<file path="config.mk">
export PLATFORM = sky130hd
export DESIGN_NAME = uart_reg_loader
export DESIGN_NICKNAME = d
export VERILOG_FILES = /design/src/rtl/uart_reg_loader.sv
export SDC_FILE = /design/constraint.sdc
export NUM_CORES = 1
export LEC_CHECK = 0
export CORE_MARGIN = 1.5
export CORE_UTILIZATION = 54
export CTS_CLUSTER_DIAMETER = 100
export DETAILED_ROUTE_END_ITERATION = 10
export GPL_ROUTABILITY_DRIVEN = 0
export GPL_TIMING_DRIVEN = 0
export MAX_ROUTING_LAYER = met4
export PLACE_DENSITY = 0.95
export SYNTH_ARGS = -nofsm -noshare
export SYNTH_HDL_FRONTEND = slang
export SYNTH_SLANG_ARGS = --single-unit
export TNS_END_PERCENT = 100
</file>
<file path="constraint.sdc">
create_clock -name i_clk -period 4.4 [get_ports i_clk]
set_clock_uncertainty 0.15 [all_clocks]
set_input_delay 0.66 -clock i_clk [delete_from_list [all_inputs] [get_ports i_clk]]
set_output_delay 0.66 -clock i_clk [all_outputs]
set_load 0.05 [all_outputs]
</file>
<file path="src/rtl/uart_reg_loader.sv">
// Assembles {index, 4 data bytes MSB-first} UART frames into single-cycle register-file writes.
// Strobe lands the cycle after the 4th data byte and yields to core_reg_write; RX bytes are dropped (overrun) while a write is pending.
module uart_reg_loader #(
  parameter int               CNT_W          = 16,
  parameter logic [CNT_W-1:0] TIMEOUT_CYCLES = 16'd50000
) (
  input  logic        i_clk,
  input  logic        i_reset,
  input  logic        i_load_enable,
  input  logic        i_rx_valid,
  input  logic [7:0]  i_rx_data,
  input  logic        i_core_reg_write,
  output logic        o_UART_write_enable,
  output logic [4:0]  o_rw,
  output logic [31:0] o_write_data,
  output logic        o_busy,
  output logic        o_load_done,
  output logic [5:0]  o_word_count,
  output logic        o_timeout_err,
  output logic        o_overrun_err
);

  typedef enum logic [1:0] {
    S_IDLE  = 2'd0,
    S_DATA  = 2'd1,
    S_WRITE = 2'd2
  } state_t;

  localparam logic [CNT_W-1:0] TMO_LAST = TIMEOUT_CYCLES - {{(CNT_W-1){1'b0}}, 1'b1};

  state_t           r_state;
  state_t           w_next;
  logic [1:0]       r_byte_cnt;
  logic [CNT_W-1:0] r_timer;
  logic [4:0]       r_rw;
  logic [31:0]      r_write_data;
  logic             r_load_done;
  logic [5:0]       r_word_count;
  logic             r_timeout_err;
  logic             r_overrun_err;

  logic w_accept_idx;
  logic w_accept_end;
  logic w_shift;
  logic w_timeout;
  logic w_strobe;
  logic w_overrun;

  always_ff @(posedge i_clk) begin
    if (i_reset) r_state <= S_IDLE;
    else         r_state <= w_next;
  end

  always_comb begin
    w_next       = r_state;
    w_accept_idx = 1'b0;
    w_accept_end = 1'b0;
    w_shift      = 1'b0;
    w_timeout    = 1'b0;
    w_strobe     = 1'b0;
    w_overrun    = 1'b0;
    case (r_state)
      S_IDLE: begin
        if (i_rx_valid && i_load_enable && !r_load_done) begin
          if (i_rx_data[7]) begin
            w_accept_end = 1'b1;
          end else begin
            w_accept_idx = 1'b1;
            w_next       = S_DATA;
          end
        end
      end
      S_DATA: begin
        if (!i_load_enable) begin
          w_next = S_IDLE;
        end else if (i_rx_valid) begin
          w_shift = 1'b1;
          if (r_byte_cnt == 2'd3) w_next = S_WRITE;
        end else if (r_timer == TMO_LAST) begin
          w_timeout = 1'b1;
          w_next    = S_IDLE;
        end
      end
      S_WRITE: begin
        if (!i_load_enable) begin
          w_next = S_IDLE;
        end else begin
          w_overrun = i_rx_valid;
          // Strobe is combinational on core_reg_write so the two writers can never overlap.
          if (!i_core_reg_write && !i_reset) begin
            w_strobe = 1'b1;
            w_next   = S_IDLE;
          end
        end
      end
      default: w_next = S_IDLE;
    endcase
  end

  always_ff @(posedge i_clk) begin
    if (i_reset) begin
      r_byte_cnt    <= 2'd0;
      r_timer       <= '0;
      r_rw          <= 5'd0;
      r_write_data  <= 32'd0;
      r_load_done   <= 1'b0;
      r_word_count  <= 6'd0;
      r_timeout_err <= 1'b0;
      r_overrun_err <= 1'b0;
    end else begin
      r_timeout_err <= w_timeout;
      r_overrun_err <= w_overrun;
      if (w_accept_end) r_load_done <= 1'b1;
      if (w_accept_idx) begin
        r_rw       <= i_rx_data[4:0];
        r_byte_cnt <= 2'd0;
        r_timer    <= '0;
      end
      if (w_shift) begin
        r_write_data <= {r_write_data[23:0], i_rx_data};
        r_byte_cnt   <= r_byte_cnt + 2'd1;
        r_timer      <= '0;
      end else if (r_state == S_DATA) begin
        r_timer <= r_timer + {{(CNT_W-1){1'b0}}, 1'b1};
      end
      if (w_strobe && (r_word_count != 6'd63)) r_word_count <= r_word_count + 6'd1;
    end
  end

  assign o_UART_write_enable = w_strobe;
  assign o_rw                = r_rw;
  assign o_write_data        = r_write_data;
  assign o_busy              = (r_state != S_IDLE);
  assign o_load_done         = r_load_done;
  assign o_word_count        = r_word_count;
  assign o_timeout_err       = r_timeout_err;
  assign o_overrun_err       = r_overrun_err;

endmodule
</file>
==> results.sh, run 1 <==
export IMPL_synth_top_family_by_area="simple AND/OR/NAND/NOR gates"
export IMPL_cp_required_ps=3590
export IMPL_drt_wl_total_mm=7.26
export IMPL_die_area_um2=5550
export IMPL_syn_inst=340
export IMPL_period_needed_ps=3160
export IMPL_cp_data_arrival_time_ps=2350
export IMPL_htree_levels=3
export IMPL_leakage_nw=1.20
export IMPL_grt_overflow=0
export IMPL_post_cts_resized=0
export IMPL_dp_hpwl_mm=4.87
export IMPL_hold_start="o_write_data[25]"
export IMPL_firstDrtPassIters=4
export IMPL_r2r_start="r_state[1]"
export IMPL_synth_compound_area_share_pct=15.7
export IMPL_hold_class="reg2reg"
export IMPL_synth_xor_area_share_pct=0.952
export IMPL_port_buffers=57
export IMPL_fin_nets=424
export IMPL_slew_headroom_pct=64.4
export IMPL_max_freq_mhz=317
export IMPL_antenna_found_initial=0
export IMPL_ios=61
export IMPL_vias=2754
export IMPL_clock_sinks=66
export IMPL_first_global_vias=2554
export IMPL_p_per_area_nw_per_um2=342
export IMPL_synth_seq_cells=66
export IMPL_worst_setup_path_end_kind="primary output"
export IMPL_drcViolationCount=0
export IMPL_cts_root_buf="clkbuf_8"
export IMPL_period_share_pct=71.7
export IMPL_cts_setup_buffers=0
export IMPL_cts_hold_buf=0
export IMPL_r2r_end="r_timer[12]"
export IMPL_grt_util_met1_pct=34.2
export IMPL_cp_start_kind="primary input"
export IMPL_initial_utilization_pct=57.3
export IMPL_post_drt_wl_per_cell_um=15.1
export IMPL_ff2ff_path_depth=5
export IMPL_grt_usage_pct=28.9
export IMPL_worstSetupPathType="in2out"
export IMPL_core_um2=4820
export IMPL_grt_max_degree=12
export IMPL_fp_dieH_um=74.5
export IMPL_max_cap_violations=0
export IMPL_yosys_warnings=0
export IMPL_grt_pass1_wl_mm=11.8
export IMPL_placed_cell_area_um2=3420
export IMPL_final_setup_worst_slack_ps=1240
export IMPL_busiest_layer="met2"
export IMPL_viasPerCell=5.74
export IMPL_drv_slew=0
export IMPL_layout_common_cells="nand2_1, dfxtp_1, clkdlybuf4s50_1"
export IMPL_use_met2_pct=46.7
export IMPL_cp_max_fo=6
export IMPL_cts_made_buffers=9
export IMPL_holdPathEnd="o_write_data[25]"
export IMPL_hold_viol_final=0
export IMPL_synthAdderAreaFrac_pct=1.36
export IMPL_final_common_cell="nand2_1"
export IMPL_clk_latency_ps=350
export IMPL_hold_path_depth=2
export IMPL_clock_path_buffers=2
export IMPL_synth_area_mux_share_pct=1.09
export IMPL_status="finished clean"
export IMPL_drt_initial_drc_count=298
export IMPL_tightest_slew_ps=533
export IMPL_detail_route_antenna_nets=0
export IMPL_drive_gt1_share_pct=6.30
export IMPL_synthesis_area_um2=2760
export IMPL_met3_usage_pct=7.18
export IMPL_synthDistinctLibCells=42
export IMPL_syn_to_final_growth_pct=31.6
export IMPL_num_antenna_cells=0
export IMPL_peakVddDrop_uv=238
export IMPL_place_ws_ps=1240
export IMPL_finalPower_mw=1.24
export IMPL_path_clk_slew_ps=70
export IMPL_syn_nets=356
export IMPL_grt_setup_unrepaired="no"
export IMPL_die_w_um=74.5
export IMPL_cts_tree="built"
export IMPL_ys_seq_area_share_pct=47.8
export IMPL_finalSetupViolations=0
export IMPL_avgSynthCellArea_um2=8.12
export IMPL_fin_area_um2=3630
export IMPL_finalSetupTns_ps=0
export IMPL_synth_simple_area_share_pct=28.6
export IMPL_rows=25
export IMPL_rrSetupSlack_ps=2410
## metrics by stage
| stage | hold slack [ps] | std cells | util (%) |
|---|---|---|---|
| floorplan | 300 | 340 | - |
| global placement | 293 | 464 | 70.9 |
| detailed placement | 296 | 464 | 70.9 |
| CTS | 305 | 480 | 75.5 |
| global route | 330 | 480 | 75.5 |
| finish | 306 | 480 | 75.5 |
## Yosys cell counts, drive strengths merged
master | n | area (um2)
nand2 | 81 | 304
dfxtp | 66 | 1320
a21oi | 55 | 275
nor2 | 18 | 67.6
nand3 | 17 | 85.1
clkbuf | 16 | 60.1
buf | 8 | 48.8
nand4 | 5 | 31.3
o21ai | 5 | 25.0
or3 | 5 | 31.3
a31oi | 4 | 25.0
and3 | 4 | 25.0
inv | 4 | 15.0
nand4b | 4 | 35.0
o211ai | 4 | 30.0
or4 | 4 | 30.0
ha | 3 | 37.5
mux2i | 3 | 30.0
nand2b | 3 | 18.8
nor3 | 3 | 15.0
nor4 | 3 | 18.8
nor4bb | 3 | 30.0
or2 | 3 | 21.3
xnor2 | 3 | 26.3
o311ai | 2 | 17.5
o41ai | 2 | 17.5
a211oi | 1 | 7.51
a41oi | 1 | 8.76
and4 | 1 | 8.76
and4b | 1 | 10.0
nand3b | 1 | 7.51
nand4bb | 1 | 27.5
nor2b | 1 | 6.26
nor3b | 1 | 7.51
nor4b | 1 | 8.76
o2111ai | 1 | 8.76
o21a | 1 | 7.51
o2bb2a | 1 | 10.0
## routing by layer
layer  wire length (um)  vias to the layer above
met1               2980                     1314
li1                   -                     1324
met2               3590                       98
met3                518                       18
met5                  0                        -
met4                165                        0
## state kept, by name, summed over array words and instances, names as in the netlist
register       count
o_write_data      32
o_load_done        1
o_rw               5
o_overrun_err      1
r_state            2
r_byte_cnt         2
o_timeout_err      1
r_timer           16
o_word_count       6
## layout make-up
type,count,area (um2)
buffer,24,109
clock buffer,11,141
clock inverter,5,77.6
fill,315,1180
inverter,4,15.0
multi-input combinational,246,1320
sequential,66,1320
tap,67,83.8
timing repair buffer,57,571
## worst max-delay path: stages
cell	delay (ps)
clkdlybuf4s50_1	500
or2_4	320
inv_1	60
clkdlybuf4s50_1	800
## where the power goes
part | leakage, nW | internal [mW] | switching, mW | total, mW
registers | 0.532 | 0.601 | 0.00337 | 0.605
clock network | 0.109 | 0.333 | 0.233 | 0.566
logic | 0.555 | 0.0257 | 0.0483 | 0.0739
## logic make-up after synthesis
group / count (synthesis)
AND/OR/NAND/NOR: 160
AO/OA/AOI/OAI: 77
flip-flops: 66
buffers and inverters: 28
XOR/XNOR: 3
multiplexers: 3
adder cells (fa/ha/maj): 3
## how the worst max path moves through the flow
stage | startpoint | to | slack [ps] | cells after the start
4_1_cts | i_core_reg_write | o_UART_write_enable | 1250 | 4
2_1_floorplan | i_reset | o_UART_write_enable | 2030 | 4
6_report | i_core_reg_write | o_UART_write_enable | 1240 | 4
3_3_place_gp | i_core_reg_write | o_UART_write_enable | 1280 | 4
3_5_place_dp | i_core_reg_write | o_UART_write_enable | 1240 | 4
5_1_grt | i_core_reg_write | o_UART_write_enable | 1200 | 4
Power figures use the tool's default switching activity.
==> run 2, diff against run 1 <==
- CORE_UTILIZATION: 54 -> 50
- PLACE_DENSITY: 0.95 -> 0.89
- clock period: 4.4 -> 3 ns (I/O delays scaled with it)
==> run 2 against run 1 <==
Against the previous run: non-clock buffer count is the same; highest routed layer unchanged; wire length is essentially flat; sequential power grew 47%; combinational power grew 49%; via count grew 0.84%; critical path type is now reg2out; largest cell class unchanged; die area grew 7.7%; sequential share of layout area grew 0.11 points.
==> results.sh, run 2 (synthesized netlist as in run 1, its figures left out) <==
export IMPL_clk_latency_ps=350
export IMPL_placed_cells=467
export IMPL_hold_viol_final=0
export IMPL_final_setup_worst_slack_ps=194
export IMPL_drv_slew=0
export IMPL_layout_common_cells="nand2_1, dfxtp_1, clkdlybuf4s50_1"
export IMPL_dp_hpwl_mm=4.81
export IMPL_path_cells="buf_2, nor2_1, clkbuf_1, inv_1, clkdlybuf4s50_1"
export IMPL_drt_wl_total_mm=7.26
export IMPL_cts_tree="built"
export IMPL_first_global_vias=2499
export IMPL_cp_data_arrival_time_ps=2210
export IMPL_period_share_pct=93.5
export IMPL_clock_path_buffers=2
export IMPL_cts_root_buf="clkbuf_8"
export IMPL_grt_usage_pct=25.8
export IMPL_viasPerCell=5.75
export IMPL_cp_slowest_stage_delay_ps=720
export IMPL_detail_route_antenna_nets=0
export IMPL_vias=2777
export IMPL_max_freq_mhz=356
export IMPL_final_common_cell="nand2_1"
export IMPL_path_clk_slew_ps=70
export IMPL_antenna_found_initial=0
export IMPL_cts_hold_buf=0
export IMPL_post_drt_wl_per_cell_um=15.0
export IMPL_grt_overflow=0
export IMPL_finalSetupViolations=0
export IMPL_cts_made_buffers=9
export IMPL_grt_max_degree=13
export IMPL_ios=61
export IMPL_die_area_um2=5980
export IMPL_largest_reg_flops=32
export IMPL_worstSetupPathType="reg2out"
export IMPL_worst_setup_path_end_kind="primary output"
export IMPL_initial_utilization_pct=53.1
export IMPL_grt_setup_unrepaired="no"
export IMPL_cp_start_kind="flop"
export IMPL_drt_initial_drc_count=278
export IMPL_clock_sinks=66
export IMPL_rows=26
export IMPL_die_w_um=77.3
export IMPL_place_ws_ps=280
export IMPL_cts_setup_buffers=0
export IMPL_firstDrtPassIters=6
export IMPL_grt_pass1_wl_mm=11.8
export IMPL_finalSetupTns_ps=0
export IMPL_cp_slowest_cell="clkdlybuf4s50_1"
export IMPL_p_per_area_nw_per_um2=485
export IMPL_cp_required_ps=2400
export IMPL_max_cap_violations=0
export IMPL_fp_dieH_um=77.3
export IMPL_peakVddDrop_uv=358
export IMPL_fin_nets=424
export IMPL_port_buffers=57
export IMPL_status="finished clean"
export IMPL_htree_levels=3
export IMPL_instances_no_fill=483
export IMPL_num_antenna_cells=0
export IMPL_period_needed_ps=2810
export IMPL_hold_class="in2reg"
export IMPL_core_um2=5200
export IMPL_post_cts_resized=0
export IMPL_leakage_nw=1.18
export IMPL_slew_headroom_pct=64.2
export IMPL_drcViolationCount=0
export IMPL_cp_max_fo=10
export IMPL_drive_gt1_share_pct=6.54
export IMPL_tightest_slew_ps=538
export IMPL_syn_to_final_growth_pct=31.2
[run 2: cell count changes in the layout (fill, tap and decap cells not counted), sizes merged]
cell and change:
clkinvlp +2, bufinv -1, clkbuf -1
[run 2: layer usage]
layer / part of all wire, % / global-route usage [%] / vias up
met5: 0 / - / -
met4: 2.5 / 13.5 / 0
met3: 7.8 / 5.60 / 20
met2: 49 / 41.9 / 120
met1: 40 / 29.7 / 1301
li1: - / - / 1336
[run 2: final timing paths]
kind / from / end / slack [ps] / depth (start not counted)
worst min register to register: o_write_data[29] / o_write_data[29] / 310 / 2
worst max register to register: r_state[1] / r_timer[0] / 930 / 5
worst max-delay path: r_state[1] / o_busy / 190 / 5
worst min-delay path: i_reset / r_timer[15] / 260 / 3
[run 2: critical path: cells and delay by family (launching register included)]
family	cells	cell delay, ps
flip-flops	1	300
AND/OR/NAND/NOR	1	130
buffers and inverters	4	1430
[run 2: report_power, final]
| part | switching (mW) | internal [mW] |
|---|---|---|
| clock network | 0.356 | 0.406 |
| logic | 0.0721 | 0.0376 |
| registers | 0.00491 | 0.882 |
[run 2: layout make-up]
cell class | count | area (um2)
Inverter | 4 | 15.0
Tap cell | 70 | 87.6
Timing Repair Buffer | 57 | 571
Clock buffer | 10 | 138
Clock inverter | 6 | 66.3
Fill cell | 407 | 1580
Buffer | 24 | 109
Multi-Input combinational cell | 246 | 1320
Sequential cell | 66 | 1320
[run 2: stage by stage]
| stage | utilization (%) | power, mW | hold slack, ps | instance area (um2) |
|---|---|---|---|---|
| detailed placement | 65.7 | 1.01 | 300 | 3420 |
| floorplan | - | 0.973 | 300 | 2760 |
| global placement | 65.7 | 1.01 | 296 | 3420 |
| CTS | 69.6 | 1.76 | 260 | 3620 |
| global route | 69.6 | 1.80 | 292 | 3620 |
| finish | 69.6 | 1.76 | 265 | 3620 |
==> run 3, diff against run 2 <==
- CORE_MARGIN: 1.5 -> 2
==> run 3 against run 2 <==
Against the previous run: count of clock-buffer cells in the layout is 1 lower; first-iteration DRC count is 27% lower; cell count is 0.41% higher; final area is 0.45% higher; wire length is 2.6% lower; critical path depth stayed put; hold slack better by 13 ps; critical path type unchanged.
==> results.sh, run 3 (synthesized netlist as in run 1, its figures left out) <==
export IMPL_dp_hpwl_mm=4.82
export IMPL_post_cts_resized=0
export IMPL_drt_initial_drc_count=204
export IMPL_leakage_nw=1.19
export IMPL_max_cap_violations=0
export IMPL_worst_setup_path_end_kind="primary output"
export IMPL_cp_start_kind="flop"
export IMPL_path_clk_slew_ps=70
export IMPL_fillers=436
export IMPL_die_w_um=78.3
export IMPL_fin_nets=424
export IMPL_grt_usage_pct=25.4
export IMPL_period_needed_ps=2820
export IMPL_path_cells="buf_2, nor2_1, clkbuf_1, inv_1, clkdlybuf4s50_1"
export IMPL_largest_reg_flops=32
export IMPL_ios=61
export IMPL_num_antenna_cells=0
export IMPL_cp_slowest_cell="clkdlybuf4s50_1"
export IMPL_cp_max_fo=10
export IMPL_cts_setup_buffers=0
export IMPL_cts_root_buf="clkbuf_8"
export IMPL_placed_cell_area_um2=3420
export IMPL_grt_setup_unrepaired="no"
export IMPL_cp_slowest_stage_delay_ps=730
export IMPL_drive_gt1_share_pct=6.54
export IMPL_viasPerCell=5.63
export IMPL_hold_class="in2reg"
export IMPL_cts_tree="built"
export IMPL_post_route_util_pct=67.3
export IMPL_clock_path_buffers=2
export IMPL_m1WireLength_mm=3.09
export IMPL_final_common_cell="nand2_1"
export IMPL_finalPower_mw=1.82
export IMPL_port_buffers=57
export IMPL_route_met2_wl_mm=3.42
export IMPL_max_freq_mhz=355
export IMPL_drcViolationCount=0
export IMPL_fin_area_um2=3640
export IMPL_htree_levels=3
export IMPL_cts_hold_buf=0
export IMPL_top_layer="met4"
export IMPL_hold_viol_final=0
export IMPL_initial_utilization_pct=51.1
export IMPL_period_share_pct=94.0
export IMPL_worstSetupPathType="reg2out"
export IMPL_clock_sinks=66
export IMPL_dr_wl_met3_um=390
export IMPL_layout_common_cells="nand2_1, dfxtp_1, clkdlybuf4s50_1"
export IMPL_p_per_area_nw_per_um2=500
export IMPL_syn_to_final_growth_pct=31.8
export IMPL_peakVddDrop_uv=477
export IMPL_slew_headroom_pct=64.2
export IMPL_grt_pass1_wl_mm=12.1
export IMPL_tightest_slew_ps=535
export IMPL_rows=27
export IMPL_die_area_um2=6130
export IMPL_cp_required_ps=2400
export IMPL_finalSetupTns_ps=0
export IMPL_clk_latency_ps=350
export IMPL_grt_overflow=0
export IMPL_first_global_vias=2651
export IMPL_post_drt_wl_per_cell_um=14.6
export IMPL_drt_wl_total_mm=7.07
export IMPL_cts_made_buffers=9
export IMPL_vias=2730
export IMPL_core_um2=5410
export IMPL_antenna_found_initial=0
export IMPL_grt_max_degree=13
export IMPL_detail_route_antenna_nets=0
export IMPL_cp_data_arrival_time_ps=2220
export IMPL_finalSetupViolations=0
export IMPL_firstDrtPassIters=4
export IMPL_status="finished clean"
export IMPL_drv_slew=0
export IMPL_fp_dieH_um=78.3
[run 3: cell count changes in the layout (fill, tap and decap cells not counted), sizes merged]
cell,previous run,this run
bufinv,1,2
clkbuf,26,25
clkinv,2,3
clkinvlp,3,2
[run 3: through the flow]
| stage | setup slack [ps] | hold WS [ps] | instances |
|---|---|---|---|
| CTS | 176 | 259 | 485 |
| global route | 46.2 | 271 | 485 |
| finish | 181 | 277 | 485 |
| global placement | 301 | 294 | 469 |
| detailed placement | 284 | 299 | 469 |
| floorplan | 1050 | 300 | 340 |
[run 3: layer usage]
layer  global-route usage [%]  up-vias
li1                         -     1329
met1                     30.6     1303
met2                     40.3       82
met3                     6.44       16
met4                     11.4        0
met5                        -        -
[run 3: worst paths after layout]
kind	slack, ps	start	to	depth (start not counted)
min	280	i_reset	r_timer[15]	3
max reg2reg	970	r_state[1]	r_timer[5]	5
max	180	r_state[1]	o_busy	5
min reg2reg	310	o_write_data[31]	o_write_data[31]	2
[run 3: critical path: cells and delay by family, from the launching register on]
family / cells / cell delay [ps]
and+or+nand+nor: 1 / 130
DFF: 1 / 310
buffers and inverters: 4 / 1430
[run 3: final cells by class]
class / count / area, um2 / area share, %
flip-flops and latches: 66 / 1320 / 36.3
multi-input cells: 246 / 1320 / 36.2
repair buffers: 57 / 571 / 15.7
clock buffers: 9 / 124 / 3.40
plain buffers: 24 / 109 / 2.99
clock inverters: 7 / 93.8 / 2.58
well taps: 72 / 90.1 / 2.48
inverters: 4 / 15.0 / 0.413
[run 3: power by group]
part / internal (mW) / switching, mW
Combinational: 0.0376 / 0.0700
Sequential: 0.882 / 0.00474
Clock: 0.466 / 0.359
Total: 1.38 / 0.433
